File: src/rtl/seg7_pkg.sv
// seg7_pkg: shared segment encodings, FSM state type and default dead-time for the 7-segment scan driver
package seg7_pkg;
  localparam int DEADTIME_DEFAULT = 64;
  localparam logic [6:0] SEG_0     = 7'h40;
  localparam logic [6:0] SEG_1     = 7'h79;
  localparam logic [6:0] SEG_2     = 7'h24;
  localparam logic [6:0] SEG_3     = 7'h30;
  localparam logic [6:0] SEG_4     = 7'h19;
  localparam logic [6:0] SEG_5     = 7'h12;
  localparam logic [6:0] SEG_6     = 7'h02;
  localparam logic [6:0] SEG_7     = 7'h78;
  localparam logic [6:0] SEG_8     = 7'h00;
  localparam logic [6:0] SEG_9     = 7'h10;
  localparam logic [6:0] SEG_DASH  = 7'h3F;
  localparam logic [6:0] SEG_BLANK = 7'h7F;
  typedef enum logic {ST_BLANK = 1'b0, ST_DRIVE = 1'b1} state_e;
endpackage

File: src/rtl/seg7_decode.sv
// seg7_decode: BCD to active-low 7-segment pattern (bit0=a .. bit6=g); codes 10..15 show a dash
//   i_bcd  4-bit BCD digit
//   o_seg  7-bit active-low segment pattern
module seg7_decode
  import seg7_pkg::*;
(
  input  logic [3:0] i_bcd,
  output logic [6:0] o_seg
);
  always_comb begin
    case (i_bcd)
      4'd0:    o_seg = SEG_0;
      4'd1:    o_seg = SEG_1;
      4'd2:    o_seg = SEG_2;
      4'd3:    o_seg = SEG_3;
      4'd4:    o_seg = SEG_4;
      4'd5:    o_seg = SEG_5;
      4'd6:    o_seg = SEG_6;
      4'd7:    o_seg = SEG_7;
      4'd8:    o_seg = SEG_8;
      4'd9:    o_seg = SEG_9;
      default: o_seg = SEG_DASH;
    endcase
  end
endmodule

File: src/rtl/seg7_scan_driver.sv
// seg7_scan_driver: 3-digit multiplexed 7-segment driver with synchronized digit select and anode dead-time
//   i_clk            system clock, rising edge
//   i_rst            synchronous active-low reset
//   i_refresh_count  asynchronous digit-select index (3 = invalid, holds display blank)
//   i_digit0..2      BCD digits, digit0 least significant
//   i_dp             per-digit decimal point request, active-high
//   o_seg / o_dp     registered active-low segments and decimal point
//   o_an             registered active-low anodes, bit n = digit n
// Optional: define SEG7_LEADING_ZERO_BLANK_EN to blank leading zeros on digit2/digit1.
module seg7_scan_driver
  import seg7_pkg::*;
#(
  parameter int DEADTIME_CYCLES = DEADTIME_DEFAULT
) (
  input  logic       i_clk,
  input  logic       i_rst,
  input  logic [1:0] i_refresh_count,
  input  logic [3:0] i_digit0,
  input  logic [3:0] i_digit1,
  input  logic [3:0] i_digit2,
  input  logic [2:0] i_dp,
  output logic [6:0] o_seg,
  output logic       o_dp,
  output logic [2:0] o_an
);
  localparam logic [9:0] RELOAD = 10'(DEADTIME_CYCLES - 1);
  logic [1:0] s1_q, s2_q, idx_q, idx_d;
  state_e     state_q, state_d;
  logic [9:0] cnt_q, cnt_d;
  logic [3:0] sd0_q, sd1_q, sd2_q, sel_digit;
  logic [2:0] sdp_q, an_d;
  logic [6:0] dec_seg, seg_d;
  logic       accept, drive, lz, dp_d;
  // s1_q is the value s2_q takes next clock, so equality means the synchronized
  // index has been stable across two consecutive clocks
  assign accept = (s1_q == s2_q) && (s2_q != idx_q);
  always_comb begin
    idx_d   = accept ? s2_q : idx_q;
    state_d = state_q;
    cnt_d   = cnt_q;
    if (accept || idx_d == 2'd3) begin
      state_d = ST_BLANK;
      cnt_d   = RELOAD;
    end else if (state_q == ST_BLANK) begin
      state_d = (cnt_q == 10'd0) ? ST_DRIVE : ST_BLANK;
      cnt_d   = (cnt_q == 10'd0) ? cnt_q : cnt_q - 10'd1;
    end
  end
  assign sel_digit = (idx_q == 2'd0) ? sd0_q : (idx_q == 2'd1) ? sd1_q : sd2_q;
  seg7_decode u_decode (
    .i_bcd (sel_digit),
    .o_seg (dec_seg)
  );
  always_comb begin
    drive = (state_q == ST_DRIVE) && (idx_q != 2'd3);
`ifdef SEG7_LEADING_ZERO_BLANK_EN
    lz = ((idx_q == 2'd2) && (sd2_q == 4'd0)) ||
         ((idx_q == 2'd1) && (sd2_q == 4'd0) && (sd1_q == 4'd0));
`else
    lz = 1'b0;
`endif
    an_d  = drive ? ~(3'b001 << idx_q) : 3'b111;
    seg_d = (drive && !lz) ? dec_seg : SEG_BLANK;
    // the low anode bit selects the matching dp request; all-off anodes give dp off
    dp_d  = ~|(sdp_q & ~an_d);
  end
  always_ff @(posedge i_clk) begin
    if (!i_rst) begin
      s1_q    <= 2'd0;
      s2_q    <= 2'd0;
      idx_q   <= 2'd0;
      state_q <= ST_BLANK;
      cnt_q   <= RELOAD;
      sd0_q   <= 4'd0;
      sd1_q   <= 4'd0;
      sd2_q   <= 4'd0;
      sdp_q   <= 3'd0;
      o_an    <= 3'b111;
      o_seg   <= SEG_BLANK;
      o_dp    <= 1'b1;
    end else begin
      s1_q    <= i_refresh_count;
      s2_q    <= s1_q;
      idx_q   <= idx_d;
      state_q <= state_d;
      cnt_q   <= cnt_d;
      // a new frame starts at digit 0, so all digits are sampled together there
      if (accept && s2_q == 2'd0) begin
        sd0_q <= i_digit0;
        sd1_q <= i_digit1;
        sd2_q <= i_digit2;
        sdp_q <= i_dp;
      end
      o_an    <= an_d;
      o_seg   <= seg_d;
      o_dp    <= dp_d;
    end
  end
endmodule

File: config.mk
export PLATFORM = sky130hd
export DESIGN_NAME = seg7_scan_driver
export DESIGN_NICKNAME = d
export VERILOG_FILES = /design/src/rtl/seg7_pkg.sv /design/src/rtl/seg7_decode.sv /design/src/rtl/seg7_scan_driver.sv
export SDC_FILE = /design/constraint.sdc
export NUM_CORES = 1
export LEC_CHECK = 0
export ABC_AREA = 1
export ABC_CLOCK_PERIOD_IN_PS = 4700
export CAP_MARGIN = 20
export CELL_PAD_IN_SITES_DETAIL_PLACEMENT = 2
export CELL_PAD_IN_SITES_GLOBAL_PLACEMENT = 2
export CORE_UTILIZATION = 32
export DETAILED_ROUTE_END_ITERATION = 10
export PLACE_DENSITY_LB_ADDON = 0.1
export SLEW_MARGIN = 20
export SYNTH_ARGS = -nofsm -noshare
export SYNTH_HDL_FRONTEND = slang
export SYNTH_HIERARCHICAL = 1
export SYNTH_SLANG_ARGS = --single-unit
File: constraint.sdc
create_clock -name i_clk -period 4.7 [get_ports i_clk]
set_clock_uncertainty 0.15 [all_clocks]
set_input_delay 0.47 -clock i_clk [delete_from_list [all_inputs] [get_ports i_clk]]
set_output_delay 0.47 -clock i_clk [all_outputs]
set_load 0.02 [all_outputs]
* Word level (Yosys, flattened, before mapping)
Memories as Yosys holds them, arrays and structs flattened. A register that Yosys moved wholly into a read port is not among the register bits. Cells that the tools add are included.
Cells by class: shift operators 1, bitwise logic cells 6, mux-type cells 6, reductions and logical operators 13, add/sub/neg operators 1, equality and inequality tests 5
Operator list (number):
- $logic_not A10 Y1 | 1
- $sub A10 B1 Y10 const B | 1
- $mux W4 | 2
- $not A3 Y3 | 2
- $logic_not A2 Y1 | 2
- $reduce_and A2 Y1 | 2
- $and A3 B3 Y3 | 1
- $logic_and A1 B1 Y1 | 3
- $mux W3 | 1
- $not A1 Y1 | 3
- $reduce_or A3 Y1 | 1
- $shl A1 B2 Y3 const A | 1
- $eq A2 B1 Y1 const B | 1
- $eq A2 B2 Y1 | 1
- $eq A2 B2 Y1 const B | 1
- $logic_not A1 Y1 | 2
- $mux W1 | 2
- $mux W2 | 1
- $ne A2 B2 Y1 | 1
- $ne A2 B2 Y1 const B | 1
- $reduce_or A2 Y1 | 1
- $logic_or A1 B1 Y1 | 1
Word-level totals: register bits 36, memories kept 1, output and inout port bits 11, bits of input ports 19, ROM bits 112, word-level logic and storage cells 44
Memories:
- (name not given) | words 16, bits a word 7, rd ports 1, clocked after memory_dff 1, write ports 0, RTL line seg7_decode.sv:11 | case (i_bcd)

* Longest topological paths before layout
Gate-level depths: netlist of the first run.
depth in word-level cells 7, gate-level depth with buffers 12, mapped depth without buffers 12

* Hierarchy
The synthesis of the first run kept the hierarchy.
By module, submodules not included:
- seg7_scan_driver | area each 1874.3 um^2, seq. area each 860.8 um^2, cells each 250, times used 1
- seg7_decode | area each 186.4 um^2, seq. area each 0.0 um^2, cells each 35, times used 1

* Worst setup path after synthesis of the first run
Ideal clock, no wire load.
path kind reg-to-reg, from register idx_q[0], to register o_seg[3], data required time 4.431 ns, cell stages (with the launch flop) 12, period minus slack after synthesis 1.884 ns, path slack 2.816 ns, setup time 0.119 ns, arrival 1.615 ns, path buffers 0, cell sequence dfxtp_1 > inv_1 > nor2_1 > nand2_1 > o211ai_1 > inv_1 > ha_1 > nand2_1 > nand3_1 > nand2_1 > inv_1 > nand2_1
Between the ends: elaborated cells on any way between the ends 8, those cells by class eq/ne: 2; mux: 2; reduce/logical: 4
RTL lines:
- from (decl) | RTL line seg7_scan_driver.sv:27 | logic [1:0] s1_q, s2_q, idx_q, idx_d;
- from (signal assigned) | RTL line seg7_scan_driver.sv:84 | idx_q <= idx_d;
- $eq A2 B1 Y1 | RTL line seg7_scan_driver.sv:49 | assign sel_digit = (idx_q == 2'd0) ? sd0_q : (idx_q == 2'd1) ? sd1_q : sd2_q;
- $mux W4 | RTL line seg7_scan_driver.sv:49
- $mux W4 (*) | RTL line seg7_scan_driver.sv:49
- via sel_digit[1] | RTL line seg7_scan_driver.sv:30 | logic [3:0] sd0_q, sd1_q, sd2_q, sel_digit;
- to (decl) | RTL line seg7_scan_driver.sv:22 | output logic [6:0] o_seg,
The timed path passes the listed nets; every way through them passes the cells marked *. A chain may end at the register's enable or synchronous reset.

* Worst setup path in the final report of the first run
Ends and elaborated chain as after synthesis.

==> impl_metrics.tcl, run 1 <==
set metrics [dict create \
    crit-reg2reg-launch "idx_q[0]" \
    min_to "sd2_q[0]" \
    status "completed" \
    pre_cts_ws_ns 2.34 \
    path_class "flop to flop" \
    gp_congestion 0.725 \
    r2r_cells 11 \
    crit_arrival_ns 2.32 \
    relSlewSlack_pct 54.2 \
    coreArea_mm2 0.00606 \
    mostFrequentLayoutCell "nand2_1" \
    tightest_slew_ns 0.683 \
    r2r_slack_ns 2.42 \
    holdBufCountCts 0 \
    vias 1837 \
    path_max_fanout 6 \
    antenna_found_initial 0 \
    initial_utilization_pct 34.0 \
    yosys_warnings 6 \
    drt_wl_total_um 5280 \
    detail-route-antenna-nets 0 \
    start_kind "flop" \
    tns_ns 0 \
    post-cts-setup-buffers 0 \
    avgSynthCellArea_um2 7.23 \
    synthCells 285 \
    gr-usage-met1_pct 22.4 \
    use_met3_pct 4.18 \
    min_from "sd2_q[0]" \
    portBuffers 29 \
    cts_buffer_depth 2 \
    dieArea_mm2 0.00677 \
    power.density_mw_per_mm2 289 \
    clockRootBuffer "clkbuf_8" \
    power.ir.vdd_worst_uv 134 \
    gr-usage-all-layers_pct 18.1 \
    cts_sinks 43 \
    drc 0 \
    fmax_mhz 439 \
    ys_seq_area_share_pct 41.8 \
    avgRoutedWirePerCell_um 13.5 \
    drt-pass1-iter-count 4 \
    hp-class "flop to flop" \
    gr-total-overflow 0 \
    mostFrequentLayoutCells "91 x nand2_1, 43 x dfxtp_1, 38 x inv_1" \
    finalPower_w 0.000726 \
    fill_cells 699 \
    worst_slack_ns 2.42 \
    grt_pass1_wl_um 9190 \
    ios 30 \
    setup_viol 0 \
    crit_path_end_kind "flop" \
    finalCritPeriodShare_pct 48.5 \
    fin_nets 341 \
    drive_gt1_share_pct 8.83 \
    r2r-end "o_seg[3]" \
    antenna_cells 0 \
    yosys.cell_types.count 26 \
    clkTransAtPathRegs_ns 0.08 \
    grt_pass1_vias 1917 \
    vias_per_cell 4.69 \
    drtIter0Drc 28 \
    cts_resized 0 \
    clkLatencyLatePin_ns 0.29 \
    cap_violations 0 \
    cts-htree-levels 2 \
    synth_fp_nets 310 \
    dp_hpwl_um 4200 \
    die_w_um 82.3 \
    ys_ff_latch 43 \
    synth_area_mm2 0.00206 \
    p_leak_nw 1.06 \
    fin_crit_ns 2.28 \
    worst_ep_required_time_ns 4.74 \
    grt_max_degree 20 \
    hold_depth 2 \
    grt_use_met2_pct 31.4 \
    rsz0062_at_grt "no" \
    hold_viol 0 \
    cts_made_buffers 5 \
    area_delta_synth_final_pct 21.7 \
    row_count 28 \
    maxSlewViolCount 0 \
    cts_tree "done" \
    die_h_um 82.3 \
    top_usage_layer "met2" \
]
## registers in the layout, summed over array words and instances (netlist names)
name / count
sd1_q: 4
o_seg: 7
o_dp: 1
state_q: 1
sdp_q: 3
sd2_q: 4
sd0_q: 4
idx_q: 2
s2_q: 2
cnt_q: 10
s1_q: 2
o_an: 3
## routing by layer
layer  up-vias  share of wire, %
li1        953                 -
met2        26                49
met4         0               1.2
met1       853                47
met3         5               2.4
met5         -                 0
## worst max-delay path, cell delays in order (launching register included)
cell	delay, ns
dfxtp_1	0.46
inv_1	0.07
nor2_1	0.32
nand2_1	0.10
o211ai_1	0.21
inv_1	0.17
ha_1	0.31
nand2_1	0.08
nand3_1	0.14
nand2_1	0.05
inv_1	0.06
nand2_1	0.05
## worst max-delay path by stage
stage | startpoint | to | cells past startpoint
detailed placement | i_rst | o_an[0] | 5
global route | idx_q[0] | o_seg[3] | 11
floorplan | idx_q[0] | o_seg[3] | 11
finish | idx_q[0] | o_seg[3] | 11
global placement | i_rst | o_an[0] | 5
CTS | idx_q[0] | o_seg[3] | 11
## cell families (layout without fill, tap and decap cells)
logic type | Yosys count | in the layout | synth area share, %
simple gates | 147 | 147 | 31.3
buf+inv | 46 | 78 | 9.41
flops | 43 | 43 | 41.8
compound gates | 36 | 36 | 10.9
xor+xnor | 7 | 7 | 2.98
fa+ha+maj | 6 | 6 | 3.64
## cells in the mapped netlist
cell type / instances / area (µm²)
a211oi_1: 1 / 7.51
a21oi_1: 17 / 85.1
a21oi_2: 5 / 43.8
buf_2: 2 / 10.0
buf_4: 1 / 7.51
buf_6: 2 / 22.5
clkbuf_1: 1 / 3.75
dfxtp_1: 43 / 861
ha_1: 6 / 75.1
inv_1: 38 / 143
inv_2: 2 / 7.51
nand2_1: 91 / 342
nand2_2: 4 / 25.0
nand2_4: 3 / 33.8
nand3_1: 21 / 105
nand3_2: 1 / 10.0
nand4_1: 5 / 31.3
nor2_1: 20 / 75.1
nor2_2: 1 / 6.26
nor3_4: 1 / 16.3
o211ai_1: 4 / 30.0
o21ai_0: 5 / 25.0
o21ai_2: 3 / 26.3
o21bai_1: 1 / 7.51
xnor2_1: 3 / 26.3
xor2_1: 4 / 35.0
## final cells by class
cell class / count / area (µm²) / share of cell area [%]
multi-input combinational: 196 / 1010 / 40.1
clock buffer: 8 / 100 / 3.99
sequential: 43 / 861 / 34.3
tap: 75 / 93.8 / 3.74
timing repair buffer: 30 / 298 / 11.9
inverter: 40 / 150 / 5.99
## per-stage QoR
stage / area, µm² / instances / hold WS, ns / util, %
final: 2510 / 392 / 0.313 / 41.4
after global routing: 2510 / 392 / 0.344 / 41.4
after CTS: 2510 / 392 / 0.315 / 41.4
after detailed placement: 2410 / 384 / 0.299 / 39.7
after global placement: 2410 / 384 / 0.296 / 39.7
after floorplan: 2060 / 285 / 0.279 / -
## where the power goes
part | switching, W | internal (W) | leakage (nW) | total, W
Combinational | 0.0000484 | 0.0000333 | 0.661 | 0.0000817
Clock | 0.000126 | 0.000134 | 0.0515 | 0.000261
Sequential | 0.00000809 | 0.000375 | 0.350 | 0.000383
Total | 0.000183 | 0.000543 | 1.06 | 0.000726
No activity file was read; power rests on OpenSTA's default activity.
==> run 2: changes to the inputs <==
--- a/config.mk
+++ b/config.mk
@@ -6,11 +6,11 @@
 export NUM_CORES = 1
 export LEC_CHECK = 0
 export ABC_AREA = 1
-export ABC_CLOCK_PERIOD_IN_PS = 4700
+export ABC_CLOCK_PERIOD_IN_PS = 1950
 export CAP_MARGIN = 20
 export CELL_PAD_IN_SITES_DETAIL_PLACEMENT = 2
 export CELL_PAD_IN_SITES_GLOBAL_PLACEMENT = 2
-export CORE_UTILIZATION = 32
+export CORE_UTILIZATION = 27
 export DETAILED_ROUTE_END_ITERATION = 10
 export PLACE_DENSITY_LB_ADDON = 0.1
 export SLEW_MARGIN = 20
==> constraint.sdc (replaced) <==
create_clock -name i_clk -period 1.95 [get_ports i_clk]
set_clock_uncertainty 0.15 [all_clocks]
set_input_delay 0.195 -clock i_clk [delete_from_list [all_inputs] [get_ports i_clk]]
set_output_delay 0.195 -clock i_clk [all_outputs]
set_load 0.02 [all_outputs]
==> run 2 against run 1 <==
Net effect: fmax increased by 27%; worst setup slack got worse by 2.3 ns; combinational power increased to 2.6 times the previous value; hold slack got worse by 0.039 ns.
==> impl_metrics.tcl, run 2 (synthesis results as in run 1) <==
set metrics [dict create \
    clockRootBuffer "clkbuf_8" \
    cts_made_buffers 5 \
    hp-class "input port to flop" \
    clkTransAtPathRegs_ns 0.08 \
    ios 30 \
    initial_utilization_pct 28.1 \
    drive_gt1_share_pct 14.0 \
    vias 1927 \
    grt_max_degree 20 \
    detail-route-antenna-nets 0 \
    start_kind "flop" \
    largest_reg_flops 10 \
    cts-htree-levels 2 \
    dieArea_mm2 0.00799 \
    mostFrequentLayoutCells "91 x nand2_1, 41 x dfxtp_1, 36 x inv_1" \
    gp_congestion 0.737 \
    rsz0062_at_grt "no" \
    r2r_slack_ns 0.15 \
    row_count 31 \
    drt_wl_total_um 5450 \
    reg_top3 "cnt_q (10), o_seg (7)" \
    mostFrequentLayoutCell "nand2_1" \
    fin_nets 353 \
    holdBufCountCts 0 \
    die_w_um 89.4 \
    relSlewSlack_pct 56.9 \
    clkLatencyLatePin_ns 0.29 \
    drt-pass1-iter-count 3 \
    maxSlewViolCount 0 \
    antenna_cells 0 \
    path_class "flop to flop" \
    avgRoutedWirePerCell_um 12.7 \
    power.ir.vdd_worst_uv 220 \
    drtIter0Drc 32 \
    power.density_mw_per_mm2 669 \
    die_h_um 89.4 \
    crit_path_end_kind "flop" \
    area_delta_synth_final_pct 28.5 \
    finalPower_w 0.00177 \
    tightest_slew_ns 0.643 \
    fin_crit_ns 1.80 \
    coreArea_mm2 0.00733 \
    tns_ns 0 \
    grt_pass1_vias 1933 \
    drc 0 \
    portBuffers 29 \
    cts_buffer_depth 2 \
    cap_violations 0 \
    hold_viol 0 \
    p_leak_nw 1.13 \
    worst_ep_required_time_ns 1.99 \
    path_max_fanout 5 \
    antenna_found_initial 0 \
    finalCritPeriodShare_pct 92.3 \
    dp_hpwl_um 4310 \
    setup_viol 0 \
    gr-total-overflow 0 \
    grt_pass1_wl_um 9090 \
    regMostFlops "cnt_q" \
    crit_arrival_ns 1.84 \
    status "completed" \
    cts_tree "done" \
    cts_sinks 43 \
    vias_per_cell 4.50 \
    fmax_mhz 555 \
    gr-usage-all-layers_pct 15.1 \
]
-- run 2: path summary, 6_finish.rpt --
kind	to	depth (start not counted)	startpoint
hold reg to reg	sd2_q[2]	2	sd2_q[2]
setup reg to reg	o_seg[3]	10	idx_q[1]
setup / recovery	o_seg[3]	10	idx_q[1]
hold / removal	s1_q[0]	3	i_refresh_count[0]
-- run 2: power by group --
group          total [W]  internal (W)  leakage, nW  switching, W
Combinational   0.000215     0.0000956        0.726      0.000119
Sequential      0.000923      0.000903        0.351     0.0000199
Clock           0.000634      0.000324       0.0515      0.000310
-- run 2: cell type report --
type,instances,area [µm²]
Fill cell,880,4680
Multi-Input combinational cell,196,1020
Sequential cell,43,866
Timing Repair Buffer,42,388
Inverter,40,150
Tap cell,99,124
Clock buffer,8,100
-- run 2: critical path, cell delays in order, from the launching register on --
cell,delay (ns)
dfxtp_2,0.41
inv_1,0.12
o211ai_1,0.19
buf_4,0.15
inv_2,0.05
ha_1,0.28
nand2_1,0.07
nand3_1,0.12
nand2_1,0.06
inv_1,0.05
nand2_1,0.04
-- run 2: routing by layer --
layer  part of all wire [%]  global-route usage [%]
met5                      0                       0
met4                    1.4                    5.63
met3                    2.3                    2.22
met2                     48                    25.5
met1                     48                    19.4
-- run 2: timing repair --
action	in CTS	in global routing
setup endpoints to repair	2	7
gates resized for setup	2	7
cloned	0	0
setup buffers	0	2
pin swaps	0	1
-- run 2: stage by stage --
stage	cell area [µm²]	utilization (%)	hold slack, ns	std cells	setup WS [ns]
2_1_floorplan	2060	-	0.143	285	0.0664
3_3_place_gp	2510	34.3	0.304	418	0.0456
3_5_place_dp	2510	34.3	0.309	418	-0.0717
4_1_cts	2620	35.7	0.272	426	0.00879
5_1_grt	2650	36.1	0.300	428	0.00186
6_report	2650	36.1	0.274	428	0.150
